[config.mk]
export PLATFORM = sky130hd
export DESIGN_NAME = special_seq_lut
export DESIGN_NICKNAME = d
export VERILOG_FILES = /design/src/rtl/special_seq_pkg.sv /design/src/rtl/special_seq_lut.sv
export SDC_FILE = /design/constraint.sdc
export NUM_CORES = 1
export LEC_CHECK = 0
export ABC_AREA = 1
export CORE_AREA = 2 2 39 41
export DETAILED_ROUTE_END_ITERATION = 7
export DIE_AREA = 0 0 41 43
export MAX_ROUTING_LAYER = met4
export PLACE_DENSITY = 0.35
export SLEW_MARGIN = 20
export SYNTH_ARGS = -nofsm -noshare
export SYNTH_HDL_FRONTEND = slang
export SYNTH_SLANG_ARGS = --single-unit
[constraint.sdc]
create_clock -name vclk -period 0.8
set_clock_uncertainty 0.1 [all_clocks]
set_input_delay 0.16 -clock vclk [all_inputs]
set_output_delay 0.16 -clock vclk [all_outputs]
set_load 0.05 [all_outputs]
[src/rtl/special_seq_pkg.sv]
// Shared definitions for the special-counter code stream
// 000 -> 101 -> 110 -> 010 -> 111 -> 000.
// Provides code constants, the sequence length, the checker state enum
// and next/legal/index helper functions. Used by the counter, the checker
// and test benches.
package special_seq_pkg;

    localparam logic [2:0] SEQ_C0 = 3'b000;
    localparam logic [2:0] SEQ_C1 = 3'b101;
    localparam logic [2:0] SEQ_C2 = 3'b110;
    localparam logic [2:0] SEQ_C3 = 3'b010;
    localparam logic [2:0] SEQ_C4 = 3'b111;

    localparam int SEQ_LEN = 5;

    typedef enum logic [1:0] {
        HUNT   = 2'd0,
        ACQ    = 2'd1,
        LOCKED = 2'd2
    } seq_state_e;

    // Successor in the cycle; illegal codes map to SEQ_C0 (never used
    // for a legal match because the caller also checks legality).
    function automatic logic [2:0] seq_next(input logic [2:0] code);
        case (code)
            SEQ_C0:  return SEQ_C1;
            SEQ_C1:  return SEQ_C2;
            SEQ_C2:  return SEQ_C3;
            SEQ_C3:  return SEQ_C4;
            SEQ_C4:  return SEQ_C0;
            default: return SEQ_C0;
        endcase
    endfunction

    function automatic logic seq_legal(input logic [2:0] code);
        case (code)
            SEQ_C0, SEQ_C1, SEQ_C2, SEQ_C3, SEQ_C4: return 1'b1;
            default:                                return 1'b0;
        endcase
    endfunction

    function automatic logic [2:0] seq_index(input logic [2:0] code);
        case (code)
            SEQ_C0:  return 3'd0;
            SEQ_C1:  return 3'd1;
            SEQ_C2:  return 3'd2;
            SEQ_C3:  return 3'd3;
            SEQ_C4:  return 3'd4;
            default: return 3'd0;
        endcase
    endfunction

endpackage

[src/rtl/special_seq_lut.sv]
// Combinational lookup of a received code: legality, successor and
// position within the cycle.
// Ports: code (in, 3) ; legal (out, 1) ; nxt (out, 3) ; index (out, 3).
module special_seq_lut
    import special_seq_pkg::*;
(
    input  logic [2:0] code,
    output logic       legal,
    output logic [2:0] nxt,
    output logic [2:0] index
);

    assign legal = seq_legal(code);
    assign nxt   = seq_next(code);
    assign index = seq_index(code);

endmodule

Word level (Yosys, flattened, before mapping)

Index checks and enable logic that the tools add are counted.

Eq/ne operators: 4
Shifts and indexed selects: 0
Divide/modulo/power cells: 0
Bitwise operators: 0
Magnitude comparators: 0
Reductions and logical operators: 2
Multipliers: 0
Mux-type cells: 3
Add/subtract/negate cells: 0

Operators by type and width:

| operator                                       | count |
|---|---|
| case mux 3 bit (4 select lines)                | 2 |
| == test 3 bit (second input constant)          | 3 |
| OR reduction 5 bit                             | 1 |
| == test 3 x 2 -> 1 bit (second input constant) | 1 |
| logical NOT 3 bit                              | 1 |
| two-way mux 1 bit                              | 1 |

Register bits after elaboration: 0
Bits of input ports: 3
Bits in writable memories: 0
Bits in read-only memories: 0
Memories: 0
Latch bits: 0
Output and inout bits: 7
Word-level logic and storage cells: 9

Depth between registers and ports, before layout

Gate-level depths: netlist of run 1.

Word-level depth: 3
Depth in mapped cells: 3
Mapped depth without buffers: 3

Least setup slack after synthesis of run 1

OpenSTA, ideal clock, no wires.

Path type: input to output
Start: input port code[0]
End: output port legal
Stages on the path: 2
Arrival time: 1.345 ns
Path slack: -0.805 ns
Buffers on the path: 0
Data required time: 0.540 ns
Cells stage by stage: nor2_1 > nand3b_1

Word-level cells in the longest chain between the ends: 3
Elaborated cells on any way between the ends: 7
Classes of those cells: eq/ne: 4; mux: 1; reduce/logical: 2

RTL lines:

| item                                        | line                  | source |
|---|---|---|
| start, declared                             | special_seq_lut.sv:7  | `input logic [2:0] code,` |
| == test 3 bit, or another cell as far along | special_seq_pkg.sv:36 | `case (code)` |
| OR reduction 5 bit *                        | special_seq_pkg.sv:36 |  |
| two-way mux 1 bit *                         | special_seq_pkg.sv:36 |  |
| end, declared                               | special_seq_lut.sv:8  | `output logic legal,` |

Mark *: on every way between the ends. The rest lies on a longest branch, timed or not.

Worst setup path after layout of run 1

Same ends and word-level chain as after synthesis.

==> results of run 1 <==
## cells by family (layout without fill, tap and decap cells)
kind of cell,Yosys count,count (layout)
simple gates,12,12
buf+inv,4,15
## final timing paths
kind,start,endpoint,slack [ns],cells after the start
setup / recovery,code[0],legal,-0.17,4
hold / removal,code[1],index[2],0.57,4
## worst max-delay path, stage by stage
cell      delay [ns]
buf_12          0.12
nor2_4          0.11
nand3b_1        0.16
buf_12          0.15
## cells in the final DEF, fill, tap and decap left out
master / instances
clkinvlp_4: 1
nand3b_1: 1
buf_12: 9
inv_6: 1
nand2_4: 2
nor2_4: 3
nand3_4: 3
buf_8: 1
buf_6: 1
clkinv_8: 1
nand2_8: 1
nand2_2: 2
inv_8: 1
## power groups by stage
stage	clock, mW	sequential, mW	combinational (mW)
after floorplan	0	0	0.140
after global placement	0	0	0.288
after detailed placement	0	0	0.288
after CTS	0	0	0.304
after global routing	0	0	0.344
final	0	0	0.330
## repair_timing
action	in CTS	in global routing
endpoints found under the setup margin	7	7
pin swaps	6	7
gates resized for setup	24	18
## per-layer routing
metal	global-route usage [%]	vias to the layer above	part of all wire, %
li1	-	74	-
met1	8.23	66	44
met2	6.56	9	47
met3	0	0	8.8
met4	0	0	0
met5	-	-	0
## layout make-up
cell class | instances | area share [%]
Inverter | 4 | 10.4
Multi-Input combinational cell | 12 | 35.5
Tap cell | 16 | 4.78
Timing Repair Buffer | 11 | 49.3
==> run summary, run 1 <==
Status: finished with violations
Failing checks: negative setup slack
Via density: 3.47
Min Tclk post-route: 0.965 ns
Die ar.: 1760 um^2
Critical path type: primary input to primary output
Setup WS post-layout: -0.165 ns
Power Density: 788 nW/um^2
IO buf count: 10
Average size of a mapped cell: 4.22 um^2
DR vias: 149
Logic pwr share: 100.0%
Dominant cell type by area after synthesis: nand2_1
Register area: 0 um^2
Int Pwr: 155 uW
Smallest hold slack: 0.567 ns
Total gr overflow: 0
Fillers: 150
Post-synthesis mux area share: 0%
Seq_cells: 0
Worst vdd ir: 0.334 mV
Sw frac: 53.1%
Final setup violation count: 7
Post-Syn Instances: 16
Setup TNS: -0.738 ns
WP data required: 0.54 ns
Fmax: 1040 MHz
Clk network pwr share: 0%
Share of cells above drive strength 1: 96.3%
Overall power: 330 uW
Fin. Hold Viols: 0
Sequential share of power: 0%
Simple-Gate Fraction of Synth Area: 77.8%
Hold crit path type: primary input to primary output
Core Area: 1380 um^2
I/O pin cnt: 10
Initial antenna violation count: 0
Synth Area in Compound Gates: 0%
Count of cell types in the netlist: 5
YS warnings: 0
Post-synthesis adder-cell area fraction: 0%
Post-CTS Hold Buffers: 0
Initial DRC count: 0
Max_cap viols: 0
Post-Syn Nets: 19
Finished Layout Cells: 43
Finished Cell Area: 419 um^2
Max-slew headroom: 91.2%
First-pass GRT wire length: 621 um
Top post-synthesis cells by area: nand2_1, nand3_1, inv_1
Initial core utilization: 4.88%
Setup WS pre-CTS: -0.725 ns
Psw: 175 uW
# nets final: 32
XOR/XNOR Fraction of Synth Area: 0%
Ant. Diodes: 0
Commonest cells in the netlist: nand2_1, inv_1, nand3_1, nor2_1, nand3b_1
Fin. max-slew vios: 0
Final antenna-violating net count: 0
Routed wire length: 363 um
Largest net degree at the start of global routing: 6
Multi-input gate area: 149 um^2
Largest family of logic cells by synthesized area: simple AND/OR/NAND/NOR gates
Final Util: 30.3%
Critical Path Start Type: primary input
# clk buffers: 0
Tcrit/Tclk final: 121%
Actual slew at the worst max-slew pin: 0.132 ns
Placed Area: 344 um^2
Hpwl dp: 295 um
Die width: 41 um
Die height: 43 um
Sequential area share after synthesis: 0%
Most instantiated library cell after synthesis: nand2_1
Rows: 14
Wire length per cell: 8.44 um
Synth top area share: 27.8%
Post-Syn Area: 67.6 um^2
DRC viols: 0
Vias in the first global route: 151
RSZ-0062 raised after global routing: yes
Crit end category: primary output
Router iterations before antenna repair: 1
Worst-path maximum fanout: 5
Worst path arrival time: 0.71 ns
Leak: 0.161 nW
GP Congestion: 0.669
Gr usage total: 4.81%
Area grow syn2layout: 520%
Placed Cells: 44
Post-CTS Repair Setup Buffers: 0
No activity file was read; power rests on OpenSTA's default activity.
==> run 2, diff against run 1 <==
Settings changed: REMOVE_ABC_BUFFERS set to 1.
==> run 2 against run 1 <==
Effect of this change:
- the flow still finishes with violations (negative setup slack)
- design area shrank 3.0%
- combinational power is 2% lower
- hold slack is essentially flat
- final cell count unchanged
- utilization is 0.90 points lower
- routed wire length down 1.1%
- first-iteration DRC count grew 1
- global-route usage is 0.51 points higher
- setup slack gained 0.031 ns
- via count shrank 5.4%
- sequential share of layout area did not move
- critical path type unchanged
==> run summary, run 2 (synthesized netlist as in run 1, its figures left out) <==
Initial core utilization: 4.88% (unchanged)
Final Util: 29.4% (-0.90 points)
Initial DRC count: 1 (+1)
Share of cells above drive strength 1: 92.6% (-3.7 points)
Area grow syn2layout: 502%
Initial antenna violation count: 0 (unchanged)
I/O pin cnt: 10 (unchanged)
GP Congestion: 0.620 (-7.4%)
Wire length per cell: 8.35 um (-1.1%)
Die ar.: 1760 um^2 (unchanged)
Status: finished with violations
CP max stage cell: buf_12
Seq_cells: 0 (unchanged)
Total gr overflow: 0 (unchanged)
CP Cell Sequence: buf_12 > inv_8 > nand2_8 > nand3b_1 > buf_12
Min Tclk post-route: 0.934 ns (-0.0308 ns)
Leak: 0.169 nW (+4.7%)
Most frequent cells in the layout: buf_12, nand3_4, nor2_4, nand2_2, nand2_4
Logic pwr share: 100.0% (about the same)
Core Area: 1380 um^2 (unchanged)
Routed wire length: 359 um (-1.1%)
DRC viols: 0 (unchanged)
Die width: 41 um (unchanged)
First-pass GRT wire length: 683 um (+10%)
Finished Cell Area: 407 um^2 (-3.0%)
Via density: 3.28 (-5.4%)
Post-CTS Repair Setup Buffers: 0 (unchanged)
Placed Area: 265 um^2 (-23%)
Fin. Hold Viols: 0 (unchanged)
Largest net degree at the start of global routing: 6 (unchanged)
Power Density: 794 nW/um^2 (+0.66%)
RSZ-0062 raised after global routing: yes
Int Pwr: 154 uW (-0.97%)
WP data required: 0.54 ns (about the same)
CP startpoint: code[0]
Tcrit/Tclk final: 117% (-3.8 points)
Critical hold path startpoint: code[1]
Crit-path max cell delay: 0.15 ns (about the same)
Most used cell, CP: buf_12
Die height: 43 um (unchanged)
Clk network pwr share: 0% (unchanged)
Final setup violation count: 7 (unchanged)
Overall power: 323 uW (-2.3%)
Critical path type: primary input to primary output
Sequential share of power: 0% (unchanged)
Failing checks: negative setup slack
Worst path arrival time: 0.67 ns (-0.04 ns)
Commonest non-fill, non-tap cell in the layout: buf_12
Register area: 0 um^2 (unchanged)
Gr usage total: 5.32% (+0.51 points)
Met3 GRT Util: 0% (unchanged)
Multi-input gate area: 144 um^2 (-3.4%)
Psw: 169 uW (-3.6%)
Critical Path Start Type: primary input
Crit path to: legal
Ant. Diodes: 0 (unchanged)
Setup TNS: -0.741 ns (-0.00229 ns)
DR vias: 141 (-5.4%)
GR peak layer: met1
Met2 Resource Use GR: 7.81% (+1.2 points)
Crit end category: primary output
Actual slew at the worst max-slew pin: 0.139 ns (+0.00636 ns)
# nets final: 32 (unchanged)
Fin. max-slew vios: 0 (unchanged)
Hpwl dp: 245 um (-17%)
Fmax: 1070 MHz (+3.3%)
# clk buffers: 0 (unchanged)
Hold crit path type: primary input to primary output
Setup WS post-layout: -0.134 ns (+0.0308 ns)
Routing usage on met1: 8.54% (+0.32 points)
Fillers: 148 (-1.3%)
Max-slew headroom: 90.7% (-0.41 points)
Router iterations before antenna repair: 2 (+1)
Max_cap viols: 0 (unchanged)
IO buf count: 10 (unchanged)
Worst-path maximum fanout: 5 (unchanged)
Worst vdd ir: 0.318 mV (-4.9%)
Vias in the first global route: 174 (+15%)
Final antenna-violating net count: 0 (unchanged)
Rows: 14 (unchanged)
Sw frac: 52.4% (-0.66 points)
[run 2: per-stage QoR]
stage | hold WS, ns | worst slack (ns) | cells
6_report | 0.566 | -0.134 | 43
5_1_grt | 0.576 | -0.160 | 43
4_1_cts | 0.571 | -0.147 | 43
3_5_place_dp | 0.991 | -0.653 | 43
2_1_floorplan | 0.396 | -0.805 | 16
3_3_place_gp | 1.00 | -0.667 | 43
[run 2: critical path, delay by kind of cell]
kind                   cells  cell delay, ns
buffers and inverters      3            0.33
and+or+nand+nor            2            0.18
[run 2: per-layer routing]
layer	part of all wire, %	vias to the layer above
li1	-	75
met1	36	57
met2	49	9
met3	14	0
met4	0	0
met5	0	-
[run 2: area by class of cell]
cell class | count | share of cell area, %
inverter | 4 | 8.62
multi-input combinational | 12 | 35.4
tap | 16 | 4.92
timing repair buffer | 11 | 51.1
[run 2: worst min path at each step]
stage                     endpoint  cells after the start
final                     index[2]                      4
after global routing      index[2]                      4
after CTS                 index[2]                      4
after detailed placement  index[2]                      4
after global placement    index[2]                      4
after floorplan             nxt[0]                      1
[run 2: power by group through the flow]
stage | Combinational [mW] | Clock, mW | Sequential [mW]
6_report | 0.323 | 0 | 0
5_1_grt | 0.336 | 0 | 0
4_1_cts | 0.305 | 0 | 0
3_5_place_dp | 0.245 | 0 | 0
3_3_place_gp | 0.246 | 0 | 0
2_1_floorplan | 0.109 | 0 | 0
[run 2: timing repair]
action                     CTS  global route
hold buffers                 0             0
resized for setup           46             8
pin swaps                    9             5
setup endpoints to repair    7             7
